==> src/rtl/k_band_energy_accum.sv <==
// Streaming spectral-energy accumulator: |x|^2 per complex bin, summed into bands of
// 2**LOG2_BAND bins, one bin per cycle in, one band energy per band out, full backpressure.
module k_band_energy_accum #(
  parameter int IN_WIDTH  = 16,
  parameter int OUT_WIDTH = 40,
  parameter int LOG2_BAND = 2
) (
  input  logic                  clk,
  input  logic                  rst,
  input  logic [2*IN_WIDTH-1:0] s_axis_tdata,
  input  logic                  s_axis_tvalid,
  output logic                  s_axis_tready,
  input  logic                  s_axis_tlast,
  output logic [OUT_WIDTH-1:0]  m_axis_tdata,
  output logic                  m_axis_tvalid,
  input  logic                  m_axis_tready,
  output logic                  m_axis_tlast,
  output logic                  m_axis_tuser
);

  localparam int SQ_W  = 2 * IN_WIDTH;
  localparam int SUM_W = SQ_W + 1;
  localparam int ACC_W = OUT_WIDTH + 1;
  localparam int CNT_W = (LOG2_BAND > 0) ? LOG2_BAND : 1;
  localparam logic [CNT_W-1:0] CNT_LAST = CNT_W'((1 << LOG2_BAND) - 1);

  logic                       en;
  logic                       s1_valid_q, s1_last_q;
  logic signed [IN_WIDTH-1:0] s1_re_q, s1_im_q;
  logic                       s2_valid_q, s2_last_q;
  logic [SQ_W-1:0]            s2_re2_q, s2_im2_q;
  logic                       s3_valid_q, s3_last_q;
  logic [SUM_W-1:0]           s3_sum_q;
  logic [OUT_WIDTH-1:0]       acc_q;
  logic [CNT_W-1:0]           bin_cnt_q;
  logic                       first_q, sat_q;
  logic [OUT_WIDTH-1:0]       out_data_q;
  logic                       out_valid_q, out_last_q, out_user_q;

  logic signed [SQ_W-1:0]     re_sq, im_sq;
  logic [OUT_WIDTH-1:0]       acc_base, acc_in_d;
  logic [ACC_W-1:0]           acc_wide;
  logic                       ovf, sat_d, close_d;

  // The whole pipeline advances only when the output register is free or draining.
  assign en            = !(out_valid_q && !m_axis_tready);
  assign s_axis_tready = en && !rst;

  // Both operands signed, so the product is a true signed square; it is never negative.
  assign re_sq = s1_re_q * s1_re_q;
  assign im_sq = s1_im_q * s1_im_q;

  // NOTE: every combinational output gets a default first so no path can infer a latch.
  always_comb begin
    acc_base = first_q ? '0 : acc_q;
    acc_wide = {1'b0, acc_base} + ACC_W'(s3_sum_q);
    ovf      = acc_wide[OUT_WIDTH];
    acc_in_d = ovf ? '1 : acc_wide[OUT_WIDTH-1:0];
    sat_d    = sat_q | ovf;
    close_d  = s3_last_q || (bin_cnt_q == CNT_LAST);
  end

  // NOTE: sequential state uses non-blocking assignments so all stages update from pre-edge values.
  always_ff @(posedge clk or posedge rst) begin
    if (rst) begin
      s1_valid_q  <= 1'b0;
      s1_last_q   <= 1'b0;
      s1_re_q     <= '0;
      s1_im_q     <= '0;
      s2_valid_q  <= 1'b0;
      s2_last_q   <= 1'b0;
      s2_re2_q    <= '0;
      s2_im2_q    <= '0;
      s3_valid_q  <= 1'b0;
      s3_last_q   <= 1'b0;
      s3_sum_q    <= '0;
      acc_q       <= '0;
      bin_cnt_q   <= '0;
      first_q     <= 1'b1;
      sat_q       <= 1'b0;
      out_data_q  <= '0;
      out_valid_q <= 1'b0;
      out_last_q  <= 1'b0;
      out_user_q  <= 1'b0;
    end else if (en) begin
      s1_valid_q <= s_axis_tvalid;
      s1_last_q  <= s_axis_tlast;
      s1_re_q    <= s_axis_tdata[2*IN_WIDTH-1:IN_WIDTH];
      s1_im_q    <= s_axis_tdata[IN_WIDTH-1:0];

      s2_valid_q <= s1_valid_q;
      s2_last_q  <= s1_last_q;
      s2_re2_q   <= re_sq;
      s2_im2_q   <= im_sq;

      s3_valid_q <= s2_valid_q;
      s3_last_q  <= s2_last_q;
      s3_sum_q   <= {1'b0, s2_re2_q} + {1'b0, s2_im2_q};

      // With en high the output is either empty or being accepted this edge.
      out_valid_q <= s3_valid_q && close_d;
      if (s3_valid_q) begin
        if (close_d) begin
          out_data_q <= acc_in_d;
          out_user_q <= sat_d;
          out_last_q <= s3_last_q;
          bin_cnt_q  <= '0;
          first_q    <= 1'b1;
          sat_q      <= 1'b0;
        end else begin
          acc_q     <= acc_in_d;
          bin_cnt_q <= bin_cnt_q + 1'b1;
          first_q   <= 1'b0;
          sat_q     <= sat_d;
        end
      end
    end
  end

  assign m_axis_tdata  = out_data_q;
  assign m_axis_tvalid = out_valid_q;
  assign m_axis_tlast  = out_last_q;
  assign m_axis_tuser  = out_user_q;

endmodule

==> config.mk <==
export PLATFORM = sky130hd
export DESIGN_NAME = k_band_energy_accum
export DESIGN_NICKNAME = d
export VERILOG_FILES = /design/src/rtl/k_band_energy_accum.sv
export SDC_FILE = /design/constraint.sdc
export NUM_CORES = 2
export LEC_CHECK = 0
export ABC_AREA = 1
export BUFFER_PORTS_ARGS = -buffer_cell sky130_fd_sc_hd__buf_4
export CORE_UTILIZATION = 61
export CTS_CLUSTER_SIZE = 12
export DETAILED_ROUTE_END_ITERATION = 6
export PLACE_DENSITY = 0.82
export SETUP_SLACK_MARGIN = 0.3
export SYNTH_ARGS = -nofsm -noshare
export SYNTH_HDL_FRONTEND = slang
export SYNTH_SLANG_ARGS = --single-unit
==> constraint.sdc <==
create_clock -name clk -period 11.4 [get_ports clk]
set_input_delay 2.28 -clock clk [delete_from_list [all_inputs] [get_ports clk]]
set_output_delay 2.28 -clock clk [all_outputs]
set_load 0.02 [all_outputs]
* Word level (Yosys, flattened, before mapping)
Cells that the tools add are included.
** Storage, ports and cells
- Input bits :: 37
- Bits in registers :: 222
** Cells by class
- Reductions and logical operators :: 10
- Bitwise gates (word level) :: 3
- Add/subtract/negate cells :: 3
- Eq/ne operators :: 1
- Multiplexer cells :: 5
- $mul :: 2
** Operators with widths (count)
- 40-bit 2-to-1 mux :: 2
- 16-bit by 16-bit multiplier with 32-bit output :: 2
- 40-bit by 33-bit adder with 41-bit output :: 1
- 32-bit by 32-bit adder with 33-bit output :: 1
- 3-bit AND reduction :: 2
- 1-bit logical AND :: 3
- 1-bit zero test :: 3
- 2-bit by 1-bit adder with 2-bit output (second input constant) :: 1
- 2-bit == test (second input constant) :: 1
- 1-bit 2-to-1 mux :: 2
- 2-bit 2-to-1 mux :: 1
- 1-bit NOT :: 2
- 2-bit AND reduction :: 1
- 1-bit logical OR :: 1
- 1-bit bitwise OR :: 1

* Longest topological paths before layout
- Depth after elaboration :: 4
- Depth in mapped cells :: 28

* Worst setup path before layout
Ideal clock, no wire load.
- Path kind :: flip-flop to flip-flop
- From :: register s1_im_q[1]
- To :: register s2_im2_q[23]
- Setup slack :: 5.690 ns
- Stages on the path, launching flop included :: 21
- Period minus slack after synthesis :: 5.710 ns
- Arrival :: 5.592 ns
- Cells stage by stage :: dfrtp_1 clkbuf_1 buf_1 nand2_1 inv_1 fa_1 fa_1 fa_1 fa_1 fa_1 inv_1 fa_1 inv_1 ha_1 a21oi_1 o21ai_0 a21oi_1 nand3_1 or2_2 nand3_1 nand2_1
** On the way
- Word-level cells in the longest chain between the ends :: 1
** RTL lines
- from (decl) :: line 29 : logic signed [IN_WIDTH-1:0] s1_re_q, s1_im_q;
- from (signal assigned) :: line 89 : s1_im_q <= s_axis_tdata[IN_WIDTH-1:0];
- 16-bit by 16-bit multiplier with 32-bit output :: line 51 : assign im_sq = s1_im_q * s1_im_q;
- to (signal assigned) :: line 94 : s2_im2_q <= im_sq;
- to (decl) :: line 31 : logic [SQ_W-1:0] s2_re2_q, s2_im2_q;
Every way passes these cells.
A chain may end at the register's enable or synchronous reset.

* Worst setup path after layout
- From :: register s1_im_q[15]
- To :: register s2_im2_q[23]
Same word-level chain as after synthesis.

==> results.yml <==
critical_path:
  r2r_cells: 18
  worstPathArrival_ps: 7030
  r2r_slack_ps: 4870
  crit_start: "s1_im_q[15]$_DFFE_PP0N_"
  cp_data_required_time_ps: 11900
  crit_fanout: 23
  crit-reg2reg-launch: "s1_im_q[15]$_DFFE_PP0N_"
  endpoint: "s2_im2_q[23]$_DFFE_PP0N_"
  critical_path_class: "reg -> reg"
  r2r_end: "s2_im2_q[23]$_DFFE_PP0N_"
  crit_path_start_kind: "flip-flop"
  end_kind: "flip-flop"
sta:
  fin_crit_ps: 6530
  fin_tns_setup_ps: 0
  setup_violations: 0
  worst_pin_slew_ps: 962
  final_max_slew_viol_count: 0
  fin_crit_sh_pct: 57.3
  rsz0062_at_grt: "no"
  fin_ws_ps: 4870
  max_freq_mhz: 153
  hold_viol_final: 0
  skew_ps: 14.3
  max_slew_margin_pct: 35.9
placed_design:
  place_inst: 5064
  pre_cts_ws_ps: 4930
  place_area_um2: 33700
  post-dp-hpwl_um: 69300
  gp_congestion: 0.983
  port_buffers: 80
clock_tree:
  clkTransAtPathRegs_ps: 60
  insertion_delay_ps: 610
  clockBufferDepth: 3
  cts_inserted_buffers: 29
  cts-root-buf: "clkbuf_16"
  cts_tree: "done"
  cts_setup_buffers: 0
  cts-resized-gates: 0
  cts_hold_buf: 0
  cts_htree_levels: 1
  clkSinkCount: 220
route:
  route.met2.wl_um: 42000
  wl_um: 84800
  wl_per_cell_um: 16.6
  ant_nets: 0
  drt-initial-drc-count: 1778
  met1_length_um: 34100
  met3WireLength_um: 4940
  vias: 27200
  viasPerCell: 5.32
  top_layer: "met4"
  first_pass_iters: 5
  drc: 0
global_route:
  grt.overflow.total: 0
  grt_pass1_vias: 28400
  grt_pass1_wl_um: 140000
  grt_antenna_before_repair: 1
  grt_max_degree: 95
  grtUsageTotal_pct: 32.7
floorplan:
  die_area_um2: 54400
  ioPinCount: 81
  coreArea_um2: 52700
  die_y_um: 233
  die_w_um: 233
  start_util_pct: 61.9
  num_rows: 84
cells_and_area:
  fin_area_um2: 34700
  layout_commonest_cell: "nand2_1"
  stdcell_count: 5119
  layout_common_cells: "1260 x nand2_1, 1061 x inv_1, 469 x fa_1"
  syn_to_final_growth_pct: 6.35
  final_net_count: 5156
  drive_gt1_share_pct: 4.42
yosys:
  synth_top_cell_area_share_pct: 28.8
  synth_top_cell_by_area: "fa_1"
  netlist_instances: 4406
  synth-async-reset-ratio_pct: 100
  synth-edff-count: 0
  synthDistinctLibCells: 43
  syn_avg_cell_area_um2: 7.40
  synth-seq-area-share_pct: 16.9
  syn_nets: 5155
  synth-seq-cells: 220
  yosys_warnings: 0
  synthFlopType: "dfrtp_1"
  synthTopCellsByArea: "fa_1 29%, dfrtp_1 17%, nand2_1 15%"
  synth_area_um2: 32600
min_path:
  worstHoldPathCells: 2
  hold_class: "reg -> reg"
status:
  status: "finished, final reports clean"
job:
  max_cap_violations: 0
## Yosys cell counts (9+ instances only)
library cell,number
xnor2_1,43
a21oi_1,130
o21ai_1,17
nand4_1,47
nand3b_1,11
nand3_2,15
a21o_1,9
dfrtp_1,219
nand2_1,1260
nand3_1,171
nor3_1,36
nor2_1,278
xor2_1,34
inv_1,1063
or2_2,13
o21ai_0,130
ha_1,243
a31oi_1,26
o21bai_1,20
inv_2,11
buf_1,13
clkbuf_1,94
fa_1,469
## cell type report
| type | count | area, um2 |
|---|---|---|
| inverters | 1077 | 4050 |
| clock buffers | 40 | 817 |
| repair buffers | 88 | 661 |
| multi-input cells | 2991 | 22600 |
| well taps | 688 | 861 |
| diodes | 1 | 2.50 |
| clock inverters | 14 | 186 |
| flip-flops and latches | 220 | 5510 |
| fillers | 4557 | 18000 |
## registers in the layout, indices dropped and copies added, names as in the netlist, 2 cells and up
| signal | flops |
|---|---|
| bin_cnt_q | 2 |
| s3_sum_q | 33 |
| s1_im_q | 16 |
| m_axis_tdata | 40 |
| s2_re2_q | 31 |
| s2_im2_q | 31 |
| acc_q | 40 |
| s1_re_q | 16 |
## worst max-delay path, stage by stage (launching register included)
cell and delay (ps):
dfrtp_1 890, nand2_1 240, inv_1 160, fa_1 590
fa_1 900, fa_1 540, fa_1 510, fa_1 490
inv_1 50, fa_1 470, inv_1 40, ha_1 350
a21oi_1 210, o21ai_0 160, a21oi_1 270, nand3_1 130
or2_2 280, nand3_1 70, nand2_1 60
## logic make-up (layout without fill, tap and decap cells)
kind of cell	after synthesis	after routing	share of synthesized area, %
AND/OR/NAND/NOR	1849	1849	23.1
buffers and inverters	1195	1219	13.9
adder cells (fa/ha/maj)	712	712	38.1
AO/OA/AOI/OAI	353	353	5.93
flip-flops	220	220	16.9
XOR/XNOR	77	77	2.07
other	0	1	0
## per-stage QoR
step	hold WS (ps)	utilization, %
after floorplan	442	-
after global placement	460	64.0
after detailed placement	467	64.0
after CTS	481	65.9
after global routing	494	65.9
final	476	65.9
## worst min-delay path by stage
| stage | from | slack, ps | end |
|---|---|---|---|
| 3_3_place_gp | acc_q[22]$_DFFE_PP0P_ | 460 | acc_q[22]$_DFFE_PP0P_ |
| 3_5_place_dp | m_axis_tdata[33]$_DFFE_PP0P_ | 470 | m_axis_tdata[33]$_DFFE_PP0P_ |
| 5_1_grt | acc_q[26]$_DFFE_PP0P_ | 490 | acc_q[26]$_DFFE_PP0P_ |
| 6_report | m_axis_tdata[18]$_DFFE_PP0P_ | 480 | m_axis_tdata[18]$_DFFE_PP0P_ |
| 2_1_floorplan | s2_last_q$_DFFE_PP0N_ | 440 | s3_last_q$_DFFE_PP0N_ |
| 4_1_cts | acc_q[26]$_DFFE_PP0P_ | 480 | acc_q[26]$_DFFE_PP0P_ |
## per-layer routing
layer | vias to the layer above | track usage [%]
met3 | 210 | 3.87
met4 | 0 | 13.5
met2 | 849 | 57.2
met5 | - | 0
met1 | 13000 | 40.9
li1 | 13100 | -
Power is left out: the tool's default activity adds up to more than one toggle a clock period on the data nets, which glitch-free logic cannot reach.
